===== src/rtl/ddr_ui_pkg.sv =====
// Shared DDR4 MIG user-interface definitions: command codes, widths, address step
// and the write-path state encoding.
package ddr_ui_pkg;

    localparam int UI_ADDR_W = 29;
    localparam int UI_DATA_W = 512;
    localparam int UI_BL_W   = 8;
    localparam int UI_CMD_W  = 3;
    localparam int ADDR_STEP = 8;

    localparam logic [UI_CMD_W-1:0] UI_CMD_WRITE = 3'b000;
    localparam logic [UI_CMD_W-1:0] UI_CMD_READ  = 3'b001;

    typedef enum logic [1:0] {
        IDLE  = 2'd0,
        WRITE = 2'd1,
        DONE  = 2'd2
    } write_state_t;

endpackage


===== src/rtl/ui_beat_counter.sv =====
// Burst beat/command counter: clears on burst load, increments on handshake and
// reports whether the count is still below, or is about to reach, the burst length.
module ui_beat_counter #(
    parameter int BL_W = ddr_ui_pkg::UI_BL_W
) (
    input  logic            clk,
    input  logic            rst,
    input  logic            clr,
    input  logic            inc,
    input  logic [BL_W-1:0] bl,
    output logic [BL_W-1:0] cnt,
    output logic            below,
    output logic            term_nxt
);

    logic [BL_W-1:0] cnt_r;
    logic [BL_W-1:0] cnt_nxt_s;

    // next count value after this cycle's handshake
    always_comb begin
        cnt_nxt_s = cnt_r;
        if (inc) begin
            cnt_nxt_s = cnt_r + BL_W'(1);
        end else begin
            cnt_nxt_s = cnt_r;
        end
    end

    // count register
    always_ff @(posedge clk) begin
        if (rst) begin
            cnt_r <= '0;
        end else if (clr) begin
            cnt_r <= '0;
        end else begin
            cnt_r <= cnt_nxt_s;
        end
    end

    assign cnt      = cnt_r;
    assign below    = (cnt_r < bl);
    assign term_nxt = (cnt_nxt_s == bl);

endmodule


===== src/rtl/write_module.sv =====
// DDR4 MIG UI write burst engine: issues one data beat and one write command per
// burst element, data always ahead of command. Optional byte mask: WR_MASK_EN.
module write_module #(
    parameter int ADDR_W    = ddr_ui_pkg::UI_ADDR_W,
    parameter int DATA_W    = ddr_ui_pkg::UI_DATA_W,
    parameter int BL_W      = ddr_ui_pkg::UI_BL_W,
    parameter int ADDR_STEP = ddr_ui_pkg::ADDR_STEP
) (
    input  logic                clk,
    input  logic                rst,
    input  logic [ADDR_W-1:0]   wr_cmd_addr,
    input  logic                wr_cmd_start,
    input  logic [BL_W-1:0]     wr_cmd_bl,
    input  logic [2:0]          wr_cmd_intr,
    input  logic [DATA_W-1:0]   data_512bit,
    input  logic                wr_data_valid,
    output logic                wr_data_req,
    output logic                wr_busy,
    output logic                wr_end,
    input  logic                app_rdy,
    input  logic                app_wdf_rdy,
    output logic                app_en,
    output logic [ADDR_W-1:0]   app_addr,
    output logic [2:0]          app_cmd,
    output logic [DATA_W-1:0]   app_wdf_data,
    output logic                app_wdf_wren,
    output logic                app_wdf_end,
    output logic [DATA_W/8-1:0] app_wdf_mask
`ifdef WR_MASK_EN
    ,
    input  logic [DATA_W/8-1:0] wr_data_mask,
    output logic                wr_mask_err
`endif
);

    import ddr_ui_pkg::*;

    write_state_t      state_r;
    write_state_t      state_nxt_s;
    logic [BL_W-1:0]   bl_r;
    logic [2:0]        intr_r;
    logic [ADDR_W-1:0] app_addr_r;

    logic              start_ok_s;
    logic              data_acc_s;
    logic              cmd_acc_s;
    logic [BL_W-1:0]   data_cnt_s;
    logic [BL_W-1:0]   cmd_cnt_s;
    logic              data_below_s;
    logic              cmd_below_s;
    logic              data_term_s;
    logic              cmd_term_s;

    assign start_ok_s = (state_r == IDLE) && wr_cmd_start && (wr_cmd_bl != '0);

    ui_beat_counter #(.BL_W(BL_W)) u_data_cnt (
        .clk      (clk),
        .rst      (rst),
        .clr      (start_ok_s),
        .inc      (data_acc_s),
        .bl       (bl_r),
        .cnt      (data_cnt_s),
        .below    (data_below_s),
        .term_nxt (data_term_s)
    );

    ui_beat_counter #(.BL_W(BL_W)) u_cmd_cnt (
        .clk      (clk),
        .rst      (rst),
        .clr      (start_ok_s),
        .inc      (cmd_acc_s),
        .bl       (bl_r),
        .cnt      (cmd_cnt_s),
        .below    (cmd_below_s),
        .term_nxt (cmd_term_s)
    );

    // A command only trails an already-accepted beat, keeping the MIG data-first rule.
    assign app_wdf_wren = (state_r == WRITE) && data_below_s && wr_data_valid;
    assign data_acc_s   = app_wdf_wren && app_wdf_rdy;
    assign app_en       = (state_r == WRITE) && cmd_below_s && (cmd_cnt_s < data_cnt_s);
    assign cmd_acc_s    = app_en && app_rdy;

    assign wr_data_req  = data_acc_s;
    assign app_wdf_end  = app_wdf_wren;
    assign app_wdf_data = data_512bit;
    assign app_addr     = app_addr_r;
    assign app_cmd      = intr_r;
    assign wr_busy      = (state_r != IDLE);
    assign wr_end       = (state_r == DONE);

    // burst sequencing
    always_comb begin
        state_nxt_s = state_r;
        case (state_r)
            IDLE: begin
                if (start_ok_s) begin
                    state_nxt_s = WRITE;
                end else begin
                    state_nxt_s = IDLE;
                end
            end
            WRITE: begin
                if (cmd_term_s && data_term_s) begin
                    state_nxt_s = DONE;
                end else begin
                    state_nxt_s = WRITE;
                end
            end
            DONE:    state_nxt_s = IDLE;
            default: state_nxt_s = IDLE;
        endcase
    end

    // state, burst parameters and command address
    always_ff @(posedge clk) begin
        if (rst) begin
            state_r    <= IDLE;
            bl_r       <= '0;
            intr_r     <= 3'b000;
            app_addr_r <= '0;
        end else begin
            state_r <= state_nxt_s;
            if (start_ok_s) begin
                bl_r       <= wr_cmd_bl;
                intr_r     <= wr_cmd_intr;
                app_addr_r <= wr_cmd_addr;
            end else if (cmd_acc_s) begin
                app_addr_r <= app_addr_r + ADDR_W'(ADDR_STEP);
            end else begin
                app_addr_r <= app_addr_r;
            end
        end
    end

`ifdef WR_MASK_EN
    logic mask_err_r;

    // sticky flag for a fully masked beat, cleared when the next burst starts
    always_ff @(posedge clk) begin
        if (rst) begin
            mask_err_r <= 1'b0;
        end else if (start_ok_s) begin
            mask_err_r <= 1'b0;
        end else if (data_acc_s && (&wr_data_mask)) begin
            mask_err_r <= 1'b1;
        end else begin
            mask_err_r <= mask_err_r;
        end
    end

    assign wr_mask_err  = mask_err_r;
    assign app_wdf_mask = wr_data_mask;
`else
    assign app_wdf_mask = '0;
`endif

endmodule


===== config.mk =====
export PLATFORM = sky130hd
export DESIGN_NAME = write_module
export DESIGN_NICKNAME = d
export VERILOG_FILES = /design/src/rtl/ddr_ui_pkg.sv /design/src/rtl/ui_beat_counter.sv /design/src/rtl/write_module.sv
export SDC_FILE = /design/constraint.sdc
export NUM_CORES = 1
export LEC_CHECK = 0
export ABC_CLOCK_PERIOD_IN_PS = 3800
export CAP_MARGIN = 20
export CORE_AREA = 2 2 459 461
export CTS_CLUSTER_DIAMETER = 40
export DETAILED_ROUTE_END_ITERATION = 10
export DIE_AREA = 0 0 461 463
export PLACE_DENSITY_LB_ADDON = 0.1
export SETUP_SLACK_MARGIN = 0.2
export SLEW_MARGIN = 15
export SYNTH_ARGS = -nofsm -noshare
export SYNTH_HDL_FRONTEND = slang
export SYNTH_SLANG_ARGS = --single-unit
export TNS_END_PERCENT = 50

===== constraint.sdc =====
create_clock -name clk -period 3.8 [get_ports clk]
set_input_delay 0.76 -clock clk [delete_from_list [all_inputs] [get_ports clk]]
set_output_delay 0.76 -clock clk [all_outputs]
set_load 0.01 [all_outputs]

==> metrics.yaml <==
final_cell_mix: "clkdlybuf4s50_1 (82), nor2_1 (65), conb_1 (64)"
clk_latency_ns: 0.40
clkTransAtPathRegs_ns: 0.07
multiInputGateArea_mm2: 0.00257
yosys_warnings: 0
regArea_mm2: 0.00116
status: "complete, no violations"
synth_top_area_frac: 0.544
path_max_fanout: 5
dieArea_mm2: 0.213
viasPerCell: 1.42
area_growth_pct: 8.65
final_common_cell: "clkdlybuf4s50_1"
irDropWorstVdd_v: 0.000162
tightest_slew_ns: 0.488
p_per_area_mw_per_mm2: 250
drtIter0Drc: 238
cp.arrival_ns: 2.69
synth_edf_count: 0
synth_cells: 1045
grtUsageTotal: 0.0428
via_count: 4886
die_h_um: 463
hp-class: "flop to flop"
setup_viol: 0
antenna_left: 0
dpl_cell_area_mm2: 0.00831
cts_buffers: 9
synth_ff_type: "dfxtp_1"
yosys.area.top_type: "buf_4"
fin_crit_ns: 3.45
cts_hold_buf: 0
syn_avg_cell_area_um2: 7.62
gr-total-overflow: 0
critPathMaxStageDelay_ns: 0.53
cts_tree: "done"
worstSetupPathType: "flop to output pin"
grt_pass1_wl_um: 58600
drive_gt1_frac: 0.0900
rsz0062_at_grt: "true"
regToRegSetupSlack_ns: 0.59
cp-end-kind: "output pin"
globalplace.congestion: 0.653
post-route-util: 0.0415
ys_top_cells_by_area: "buf_4 (54%), dfxtp_1 (15%), ha_1 (3.8%), nor2_1 (3.1%), nand2_1 (2.5%)"
min_period_over_period: 0.909
slew_viol_final: 0
rows: 168
worst_clock_skew_ns: 0.0231
finalSetupTns_ns: 0
p_leak_nw: 2.14
drcViolationCount: 0
ys_types: 54
hpwl_um: 39700
path_cells: "ha_1 -> a2111oi_4 -> nand4b_1 -> nand2_1 -> nor3_1 -> buf_4 -> clkdlybuf4s50_1"
ys_async_sr_fraction: 0
initial_utilization: 0.0382
worstPathRequired_ns: 3.04
drt_wl_total_um: 47200
htree_levels: 3
wire_per_inst_um: 13.7
cap_violations: 0
clock-sinks: 58
fillers: 24900
ys_seq_area_frac: 0.146
synth_seq_cells: 58
grt_pass1_vias: 5075
core_mm2: 0.209
io_pins: 1172
die_w_um: 461
max_slew_margin: 0.671
dr.pass1.iters: 4
crit_slowest_cell: "clkdlybuf4s50_1"
grt_antenna_before_repair: 14
syn_area_mm2: 0.00797
finalNetCount: 1210
max_freq_mhz: 289
finalHoldViolations: 0
start_kind: "flop"
final_area_mm2: 0.00866
clock_tree.buffer_depth: 2
grt_max_degree: 35
io_buffers: 83
cts-root-buf: "clkbuf_16"
## logic make-up after synthesis
group | after synthesis | share of synthesized area
buf+inv | 618 | 0.565
flops | 58 | 0.146
simple gates | 218 | 0.135
xor+xnor | 25 | 0.0292
compound gates | 95 | 0.0788
other cells | 1 | 0.000471
mux | 6 | 0.00770
fa+ha+maj | 24 | 0.0377
## per-stage QoR
stage	worst slack (ns)	power (W)	hold WS [ns]	cells
after floorplan	1.03	0.00156	0.436	1108
after global placement	0.251	0.00129	0.458	3421
after detailed placement	0.336	0.00128	0.457	3421
after CTS	0.160	0.00226	0.468	3437
after global routing	0.190	0.00231	0.513	3441
final	0.345	0.00216	0.464	3443
## Yosys cell counts, types with 13 or more instances
cell / instances
a211oi_1: 16
a21oi_1: 32
and3_1: 19
buf_4: 577
clkbuf_1: 19
dfxtp_1: 58
ha_1: 24
inv_1: 18
nand2_1: 54
nand3_1: 25
nor2_1: 66
nor3_1: 13
o21ai_0: 18
xor2_1: 15
## critical path, delay by kind of cell (launching register included)
| family | cells | cell delay, ns |
|---|---|---|
| AOI/OAI and AO/OA | 1 | 0.34 |
| adders and majority gates | 1 | 0.31 |
| buffers and inverters | 2 | 0.68 |
| DFF | 1 | 0.46 |
| and+or+nand+nor | 3 | 0.52 |
## where the power goes
part / switching, W / internal, W / total (W)
registers: 0.0000631 / 0.000655 / 0.000718
clock network: 0.000408 / 0.000508 / 0.000916
logic: 0.000308 / 0.000218 / 0.000526
total: 0.000779 / 0.00138 / 0.00216
## layout make-up
class / instances / share of cell area
inverters: 18 / 0.00781
flip-flops and latches: 58 / 0.135
well taps: 2805 / 0.405
clock inverters: 6 / 0.00781
clock buffers: 10 / 0.0265
repair buffers: 109 / 0.119
multi-input cells: 432 / 0.297
diodes: 5 / 0.00145
## repair_timing
action | 4_1_cts | 5_1_grt
endpoints found under the setup margin | 2 | 2
cloned | 0 | 0
setup buffers | 0 | 1
gates resized for setup | 3 | 6
## registers in the layout (all words and copies together), names as in the netlist
signal,cells
app_addr,29
app_cmd,3
bl_r,8
state_r,2
u_cmd_cnt.cnt,8
u_data_cnt.cnt,8
## worst paths after layout
path                                   startpoint      endpoint  depth (start not counted)
worst min-delay path                   app_cmd[0]    app_cmd[0]                          2
worst max-delay path             u_cmd_cnt.cnt[1]        app_en                          7
worst min register to register         app_cmd[0]    app_cmd[0]                          2
worst max register to register  u_data_cnt.cnt[5]  app_addr[28]                         12
## layer usage
layer | track usage | wire length [um] | share of wire | vias up
met5 | 0.00317 | 119 | 0.0025 | -
met2 | 0.0617 | 19500 | 0.41 | 456
met3 | 0.0224 | 6680 | 0.14 | 385
li1 | - | - | - | 1952
met4 | 0.0665 | 7670 | 0.16 | 8
met1 | 0.0343 | 13300 | 0.28 | 2085
(Power assumes the default switching activity.)
